==> src/rtl/m_serial_adder_pkg.sv <==
// ---------------------------------------------------------------------------
// m_serial_adder_pkg
// Shared definitions for the bit-serial adder: the sequencer state width and
// state encoding (IDLE=0, RUN=1, DONE=2).
// ---------------------------------------------------------------------------
package m_serial_adder_pkg;

  localparam int ST_W = 2;

  typedef enum logic [ST_W-1:0] {
    ST_IDLE = 2'd0,
    ST_RUN  = 2'd1,
    ST_DONE = 2'd2
  } state_t;

endpackage : m_serial_adder_pkg

==> src/rtl/m_serial_adder_if.sv <==
// ---------------------------------------------------------------------------
// m_serial_adder_if
// Operand and result handshakes of the bit-serial adder.
//   w_in_valid / w_in_ready : operand handshake, carries w_a, w_b
//                             (and w_sub when SERIAL_ADDER_SUB_EN is defined)
//   w_out_valid / w_out_ready : result handshake, carries w_sum, w_cout
// Modports:
//   master : operand producer / result consumer
//   slave  : the adder itself
// Optional feature macro: SERIAL_ADDER_SUB_EN (adds the w_sub signal).
// ---------------------------------------------------------------------------
interface m_serial_adder_if #(
  parameter int WIDTH = 8
);

  logic             w_in_valid;
  logic             w_in_ready;
  logic [WIDTH-1:0] w_a;
  logic [WIDTH-1:0] w_b;
  logic             w_out_valid;
  logic             w_out_ready;
  logic [WIDTH-1:0] w_sum;
  logic             w_cout;
`ifdef SERIAL_ADDER_SUB_EN
  logic             w_sub;

  modport master (
    output w_in_valid, w_a, w_b, w_sub, w_out_ready,
    input  w_in_ready, w_out_valid, w_sum, w_cout
  );

  modport slave (
    input  w_in_valid, w_a, w_b, w_sub, w_out_ready,
    output w_in_ready, w_out_valid, w_sum, w_cout
  );
`else
  modport master (
    output w_in_valid, w_a, w_b, w_out_ready,
    input  w_in_ready, w_out_valid, w_sum, w_cout
  );

  modport slave (
    input  w_in_valid, w_a, w_b, w_out_ready,
    output w_in_ready, w_out_valid, w_sum, w_cout
  );
`endif

endinterface : m_serial_adder_if

==> src/rtl/m_HA.sv <==
// ---------------------------------------------------------------------------
// m_HA
// Half-adder primitive.
// Ports:
//   i_a, i_b : input bits
//   o_s      : sum bit   (i_a ^ i_b)
//   o_c      : carry bit (i_a & i_b)
// ---------------------------------------------------------------------------
module m_HA (
  input  logic i_a,
  input  logic i_b,
  output logic o_s,
  output logic o_c
);

  assign o_s = i_a ^ i_b;
  assign o_c = i_a & i_b;

endmodule : m_HA

==> src/rtl/m_full_adder.sv <==
// ---------------------------------------------------------------------------
// m_full_adder
// Combinational full adder built from two half adders; the two half-adder
// carries can never both be 1, so an OR merges them into the carry out.
// Ports:
//   i_a, i_b : operand bits
//   i_cin    : carry in
//   o_s      : sum bit
//   o_c      : carry out
// ---------------------------------------------------------------------------
module m_full_adder (
  input  logic i_a,
  input  logic i_b,
  input  logic i_cin,
  output logic o_s,
  output logic o_c
);

  logic w_s0;
  logic w_c0;
  logic w_c1;

  m_HA u_ha0 (
    .i_a (i_a),
    .i_b (i_b),
    .o_s (w_s0),
    .o_c (w_c0)
  );

  m_HA u_ha1 (
    .i_a (w_s0),
    .i_b (i_cin),
    .o_s (o_s),
    .o_c (w_c1)
  );

  assign o_c = w_c0 | w_c1;

endmodule : m_full_adder

==> src/rtl/m_serial_adder.sv <==
// ---------------------------------------------------------------------------
// m_serial_adder
// Bit-serial adder: operands are accepted in parallel, then added one bit per
// clock (LSB first) through a single full adder with a carry flip-flop between
// steps. The WIDTH-bit sum and carry-out are presented on a result handshake.
// Accept edge T -> w_out_valid from T+WIDTH; one addition per WIDTH+2 cycles
// with w_out_ready held high.
// Parameters:
//   WIDTH : operand / sum width, 1..32
// Ports:
//   w_clk   : clock, rising edge
//   w_rst_n : asynchronous active-low reset
//   bus     : m_serial_adder_if.slave (operand and result handshakes)
// Optional feature macro: SERIAL_ADDER_SUB_EN
//   When defined, bus.w_sub=1 at the accept edge turns the operation into
//   w_a - w_b (B inverted, carry seeded with 1); w_cout=1 means no borrow.
// ---------------------------------------------------------------------------
module m_serial_adder
  import m_serial_adder_pkg::*;
#(
  parameter int WIDTH = 8
) (
  input  logic           w_clk,
  input  logic           w_rst_n,
  m_serial_adder_if.slave bus
);

  // Extra counter bit keeps WIDTH=1 (and powers of two) representable.
  localparam int              CNT_W    = $clog2(WIDTH) + 1;
  localparam logic [CNT_W-1:0] LAST_CNT = CNT_W'(WIDTH - 1);

  state_t           r_state;
  state_t           w_next;

  logic [WIDTH-1:0] r_a_sr;
  logic [WIDTH-1:0] r_b_sr;
  logic [WIDTH-1:0] r_sum_sr;
  logic [WIDTH-1:0] r_sum;
  logic             r_carry;
  logic             r_cout;
  logic [CNT_W-1:0] r_cnt;

  logic             w_fa_s;
  logic             w_fa_c;
  logic [WIDTH:0]   w_sum_cat;
  logic [WIDTH-1:0] w_sum_next;
  logic             w_unused_lsb;
  logic             w_accept;
  logic             w_last;
  logic [WIDTH-1:0] w_b_load;
  logic             w_carry_init;
  logic             w_in_ready;
  logic             w_out_valid;

  m_full_adder u_fa (
    .i_a   (r_a_sr[0]),
    .i_b   (r_b_sr[0]),
    .i_cin (r_carry),
    .o_s   (w_fa_s),
    .o_c   (w_fa_c)
  );

  // Right shift of the sum register with the new bit entering at the top;
  // the bit falling off the bottom is never needed.
  assign w_sum_cat    = {w_fa_s, r_sum_sr};
  assign w_sum_next   = w_sum_cat[WIDTH:1];
  assign w_unused_lsb = w_sum_cat[0];

  assign w_accept = (r_state == ST_IDLE) && bus.w_in_valid;
  assign w_last   = (r_state == ST_RUN) && (r_cnt == LAST_CNT);

`ifdef SERIAL_ADDER_SUB_EN
  // Two's complement subtraction: a + ~b + 1.
  assign w_b_load     = bus.w_sub ? ~bus.w_b : bus.w_b;
  assign w_carry_init = bus.w_sub;
`else
  assign w_b_load     = bus.w_b;
  assign w_carry_init = 1'b0;
`endif

  // State register
  always_ff @(posedge w_clk or negedge w_rst_n) begin
    if (!w_rst_n) begin
      r_state <= ST_IDLE;
    end else begin
      r_state <= w_next;
    end
  end

  // Next-state logic
  always_comb begin
    w_next = r_state;
    case (r_state)
      ST_IDLE: if (bus.w_in_valid)  w_next = ST_RUN;
      ST_RUN:  if (w_last)          w_next = ST_DONE;
      ST_DONE: if (bus.w_out_ready) w_next = ST_IDLE;
      default:                      w_next = ST_IDLE;
    endcase
  end

  // Output logic
  always_comb begin
    w_in_ready  = 1'b0;
    w_out_valid = 1'b0;
    case (r_state)
      ST_IDLE: w_in_ready  = 1'b1;
      ST_DONE: w_out_valid = 1'b1;
      default: ;
    endcase
  end

  assign bus.w_in_ready  = w_in_ready;
  assign bus.w_out_valid = w_out_valid;
  assign bus.w_sum       = r_sum;
  assign bus.w_cout      = r_cout;

  // Serial datapath. r_sum/r_cout are separate result registers so the
  // outputs hold still while the next operation shifts through r_sum_sr.
  always_ff @(posedge w_clk or negedge w_rst_n) begin
    if (!w_rst_n) begin
      r_a_sr   <= '0;
      r_b_sr   <= '0;
      r_sum_sr <= '0;
      r_sum    <= '0;
      r_carry  <= 1'b0;
      r_cout   <= 1'b0;
      r_cnt    <= '0;
    end else if (w_accept) begin
      r_a_sr  <= bus.w_a;
      r_b_sr  <= w_b_load;
      r_carry <= w_carry_init;
      r_cnt   <= '0;
    end else if (r_state == ST_RUN) begin
      r_a_sr   <= r_a_sr >> 1;
      r_b_sr   <= r_b_sr >> 1;
      r_sum_sr <= w_sum_next;
      r_carry  <= w_fa_c;
      r_cnt    <= r_cnt + CNT_W'(1);
      if (w_last) begin
        r_sum  <= w_sum_next;
        r_cout <= w_fa_c;
      end
    end
  end

endmodule : m_serial_adder
==> src/flat_wrapper.sv <==
// flat-port wrapper written by rule: the top's interface ports become plain ports
module m_serial_adder_flat import m_serial_adder_pkg::*;
#(
  parameter int WIDTH = 8
)
  (w_clk, w_rst_n, bus_w_in_valid, bus_w_a, bus_w_b, bus_w_out_ready, bus_w_in_ready, bus_w_out_valid, bus_w_sum, bus_w_cout);
  m_serial_adder_if #(.WIDTH(WIDTH)) bus_i ();
  input  logic w_clk;
  input  logic w_rst_n;
  input wire logic [$bits(bus_i.w_in_valid)-1:0] bus_w_in_valid;
  input wire logic [$bits(bus_i.w_a)-1:0] bus_w_a;
  input wire logic [$bits(bus_i.w_b)-1:0] bus_w_b;
  input wire logic [$bits(bus_i.w_out_ready)-1:0] bus_w_out_ready;
  output wire logic [$bits(bus_i.w_in_ready)-1:0] bus_w_in_ready;
  output wire logic [$bits(bus_i.w_out_valid)-1:0] bus_w_out_valid;
  output wire logic [$bits(bus_i.w_sum)-1:0] bus_w_sum;
  output wire logic [$bits(bus_i.w_cout)-1:0] bus_w_cout;
  assign bus_i.w_in_valid = bus_w_in_valid;
  assign bus_i.w_a = bus_w_a;
  assign bus_i.w_b = bus_w_b;
  assign bus_i.w_out_ready = bus_w_out_ready;
  assign bus_w_in_ready = bus_i.w_in_ready;
  assign bus_w_out_valid = bus_i.w_out_valid;
  assign bus_w_sum = bus_i.w_sum;
  assign bus_w_cout = bus_i.w_cout;
  m_serial_adder #(.WIDTH(WIDTH)) u_core (.w_clk(w_clk), .w_rst_n(w_rst_n), .bus(bus_i));
endmodule
==> config.mk <==
export PLATFORM = sky130hd
export DESIGN_NAME = m_serial_adder_flat
export DESIGN_NICKNAME = d
export VERILOG_FILES = /design/src/rtl/m_serial_adder_pkg.sv /design/src/rtl/m_serial_adder_if.sv /design/src/rtl/m_HA.sv /design/src/rtl/m_full_adder.sv /design/src/rtl/m_serial_adder.sv /design/src/flat_wrapper.sv
export SDC_FILE = /design/constraint.sdc
export NUM_CORES = 1
export LEC_CHECK = 0
export ABC_AREA = 1
export BUFFER_PORTS_ARGS = -buffer_cell sky130_fd_sc_hd__buf_2
export CAP_MARGIN = 20
export CELL_PAD_IN_SITES_DETAIL_PLACEMENT = 0
export CELL_PAD_IN_SITES_GLOBAL_PLACEMENT = 1
export CORE_MARGIN = 2
export CORE_UTILIZATION = 40
export DETAILED_ROUTE_END_ITERATION = 8
export GPL_ROUTABILITY_DRIVEN = 0
export PLACE_DENSITY = 0.82
export REMOVE_ABC_BUFFERS = 1
export SETUP_SLACK_MARGIN = 0.05
export SLEW_MARGIN = 10
export SYNTH_ARGS = -nofsm -noshare
export SYNTH_HDL_FRONTEND = slang
export SYNTH_HIERARCHICAL = 1
export SYNTH_SLANG_ARGS = --single-unit
export TNS_END_PERCENT = 1
==> constraint.sdc <==
create_clock -name w_clk -period 1.4 [get_ports w_clk]
set_clock_uncertainty 0.1 [all_clocks]
set_input_delay 0.07 -clock w_clk [delete_from_list [all_inputs] [get_ports w_clk]]
set_output_delay 0.07 -clock w_clk [all_outputs]
set_load 0.02 [all_outputs]
==> PnR_summary.wiki <==
{| class="wikitable"
! Metric !! Value
|-
| DRC Markers || 0
|-
| Crit end category || flop
|-
| Via count of the first global-routing pass || 1445
|-
| Setup violations, final || 0
|-
| Netlist Area Pre-Place || 1836 um2
|-
| Cell area after layout || 2381 um2
|-
| Setup WS post-layout || 0.07738 ns
|-
| Routed WL per cell || approximately 11 um
|-
| Share of cells above drive strength 1 || a little under a quarter
|-
| Placed standard-cell area || 2048 um2
|-
| Worst hold margin || 0.08625 ns
|-
| Via Count || 1479
|-
| Net count, final || 306
|-
| Wire length of the first global-routing pass || 6451 um
|-
| Clock latency reported for the late side of the worst-skew pair || 0.28 ns
|-
| Critical Path AT || 1.39 ns
|-
| Fmax || 756.1 MHz
|-
| Peak supply drop || 782.6 uV
|-
| Number of routed nets with antenna violations || 0
|-
| Pin count of the biggest net entering global routing || 40
|-
| Result of the run || finished, final reports clean
|-
| Total wire length after detailed routing || 3535 um
|-
| Number of instances in the synthesized netlist || 225
|-
| Number of placed instances, taps included || between 300 and 400
|-
| Area of the core region || 4384 um2
|-
| Register bit count reported by yosys || 39
|-
| Buf+Inv Stages, Crit Path || 0
|-
| Leakage power total || 1.328 nW
|-
| Kind of cell adding the most delay to the critical path || adder cells
|-
| Starting Density || between 40% and 50%
|-
| DR pass1 iterations || 4
|-
| Root buffer selected by CTS || sky130_fd_sc_hd__clkbuf_8
|-
| Die W || 71.74 um
|-
| Distinct cell type count of the synthesized netlist || 19
|-
| Post-route fraction of the period consumed by the critical path || 94.47%
|-
| Site row count || 24
|-
| Worst path required time || ~1.5 ns
|-
| Maximum capacitance violations || 0
|-
| Number of antenna violations at the first check in global routing || 0
|-
| TritonCTS buffer count || 5
|-
| Relative slew slack || between 60% and 70%
|-
| Final cell count without fillers || 336
|-
| Maximum number of buffers from clock root to sink || 2
|-
| Worst-margin pin slew || 0.4936 ns
|-
| Mean Syn Cell Area || 8.158 um2
|-
| Overflow left after global routing || 0
|-
| RSZ-0062 raised after global routing || yes
|-
| Min Clock Period, post-route || about 1.3 ns
|-
| Die area || 5147 um2
|-
| Global-route total usage across every layer || 16.04%
|-
| Yosys synthesis warning count || 6
|-
| Proportion of synthesized chip area in sequential cells || 53.17%
|-
| Post-detail-place hpwl || 2317 um
|-
| Cell with the largest stage delay on the worst path || sky130_fd_sc_hd__dfrtp_1
|-
| Port Buffers || 30
|-
| Diode count || 0
|-
| Count of H-tree levels built during CTS || 2
|-
| Top cell by count, worst path || sky130_fd_sc_hd__ha_1
|-
| Total negative slack for setup checks || 0 ns
|-
| Clock slew at the register clock pins of the worst setup and hold paths || approximately 0.08 ns
|-
| Via count normalized by instance count || 4.402
|-
| Maximum fanout along the worst path || 2
|-
| Total count of max-transition violations in the final report || 0
|-
| Top-level port count || 31
|-
| Largest stage delay on the critical path || 0.39 ns
|-
| DRC violation total after the first TritonRoute iteration || 76
|-
| List of cells traversed by the critical path || ha_1 > ha_1 > nand2_1 > o21ai_0
|-
| TritonCTS clock tree || built
|-
| Clock sink total || 39
|-
| Type of element launching the critical path || flop
|-
| Cell area power density || roughly 2000 nW/um2
|-
| Crit path kind || reg2reg
|-
| Die span in y || 71.74 um
|-
| Worst hold path class || in2reg
|-
| Total count of hold-check failures in the final report || 0
|-
| Pre-CTS setup slack || 0.04331 ns
|-
| Synth-to-layout area growth || 29.72%
|}
-- through the flow --
stage | util, % | total power [mW]
finish | 54.31 | 4.822
global route | 54.31 | 5.298
CTS | 53.40 | 4.772
detailed placement | 46.72 | 3.786
global placement | 46.72 | 3.730
floorplan | - | 3.158
-- registers in the layout (all words and copies together), names as in the netlist --
register           flops
u_core/bus.w_sum       8
u_core/r_a_sr          8
u_core/r_b_sr          8
u_core/r_sum_sr        7
u_core/r_cnt           4
u_core/r_state         2
u_core/bus.w_cout      1
u_core/r_carry         1
-- where the power goes --
| part | switching (mW) | internal [mW] |
|---|---|---|
| sequential | 0.282 | 1.62 |
| combinational | 1.18 | 0.818 |
| clock | 0.389 | 0.530 |
| total | 1.85 | 2.97 |
-- worst paths after layout --
check	slack, ns	cells past startpoint	from	end
setup / recovery	0.08	4	u_core/r_b_sr[0]$_DFFE_PN0P_	u_core/r_sum_sr[7]$_DFFE_PN0P_
hold / removal	0.09	6	bus_w_in_valid	u_core/r_cnt[3]$_DFFE_PN0P_
setup reg to reg	0.08	4	u_core/r_b_sr[0]$_DFFE_PN0P_	u_core/r_sum_sr[7]$_DFFE_PN0P_
hold reg to reg	0.38	2	u_core/bus.w_sum[0]$_DFFE_PN0P_	u_core/bus.w_sum[0]$_DFFE_PN0P_
max in group asynchronous	0.58	3	w_rst_n	u_core/r_cnt[1]$_DFFE_PN0P_
min in group asynchronous	0.27	3	w_rst_n	u_core/r_sum_sr[5]$_DFFE_PN0P_
-- cells by family after synthesis --
kind of cell,Yosys count,synth area share (%)
AND/OR/NAND/NOR,127,27.81
flip-flops,39,53.17
buffers and inverters,35,9.475
AO/OA/AOI/OAI,20,7.021
adder cells (fa/ha/maj),3,2.045
XOR/XNOR,1,0.4773
-- synth_stat cells, drive strengths merged --
cell type  count  area [um2]
nand2        117       449.2
dfrtp         39       975.9
inv           27       103.9
o21ai         19       121.4
buf            8       70.06
nand3          5       25.02
nor2           5       36.29
ha             3       37.54
o31ai          1       7.510
xnor2          1       8.760
-- layer usage --
metal  GRT usage, %  up-vias  routed length [um]  part of all wire, %
met4          5.031        0                  24                 0.68
met3          4.219        2                 119                  3.4
met2          24.90       20                1615                   46
met1          22.07      665                1776                   50
li1               -      792                   -                    -
met5              0        -                   0                    0
-- worst min-delay path, cell delays in order --
cell and delay [ns]:
sky130_fd_sc_hd__buf_2 0.10, sky130_fd_sc_hd__nand2_2 0.08, sky130_fd_sc_hd__nand2_1 0.07, sky130_fd_sc_hd__nand2_1 0.05, sky130_fd_sc_hd__nand2_1 0.05, sky130_fd_sc_hd__inv_1 0.03
-- final cells by class --
cell class / instances / area, um2
Fill cell: 430 / 2003
Sequential cell: 39 / 975.9
Multi-Input combinational cell: 151 / 694.4
Timing Repair Buffer: 59 / 429.2
Inverter: 27 / 103.9
Clock buffer: 5 / 68.82
Tap cell: 52 / 65.06
Clock inverter: 3 / 43.79
-- timing repair --
| action | 4_1_cts | 5_1_grt |
|---|---|---|
| gates resized for setup | 0 | 3 |
| hold buffers | 18 | 0 |
| setup endpoints to repair | 0 | 22 |
| hold endpoints to repair | 56 | 0 |
| setup buffers | 0 | 2 |
-- placed cells by master, fill, tap and decap left out, types with 2 or more instances in the layout --
cell type,instances
sky130_fd_sc_hd__buf_2,30
sky130_fd_sc_hd__o21ai_0,11
sky130_fd_sc_hd__inv_1,24
sky130_fd_sc_hd__nand3_1,5
sky130_fd_sc_hd__buf_4,9
sky130_fd_sc_hd__inv_2,2
sky130_fd_sc_hd__nor2_1,2
sky130_fd_sc_hd__o21ai_2,7
sky130_fd_sc_hd__ha_1,3
sky130_fd_sc_hd__nand2_1,115
sky130_fd_sc_hd__nor2_4,2
sky130_fd_sc_hd__clkbuf_8,5
sky130_fd_sc_hd__dfrtp_1,39
sky130_fd_sc_hd__dlygate4sd3_1,18
No activity file was read; power rests on OpenSTA's default activity.
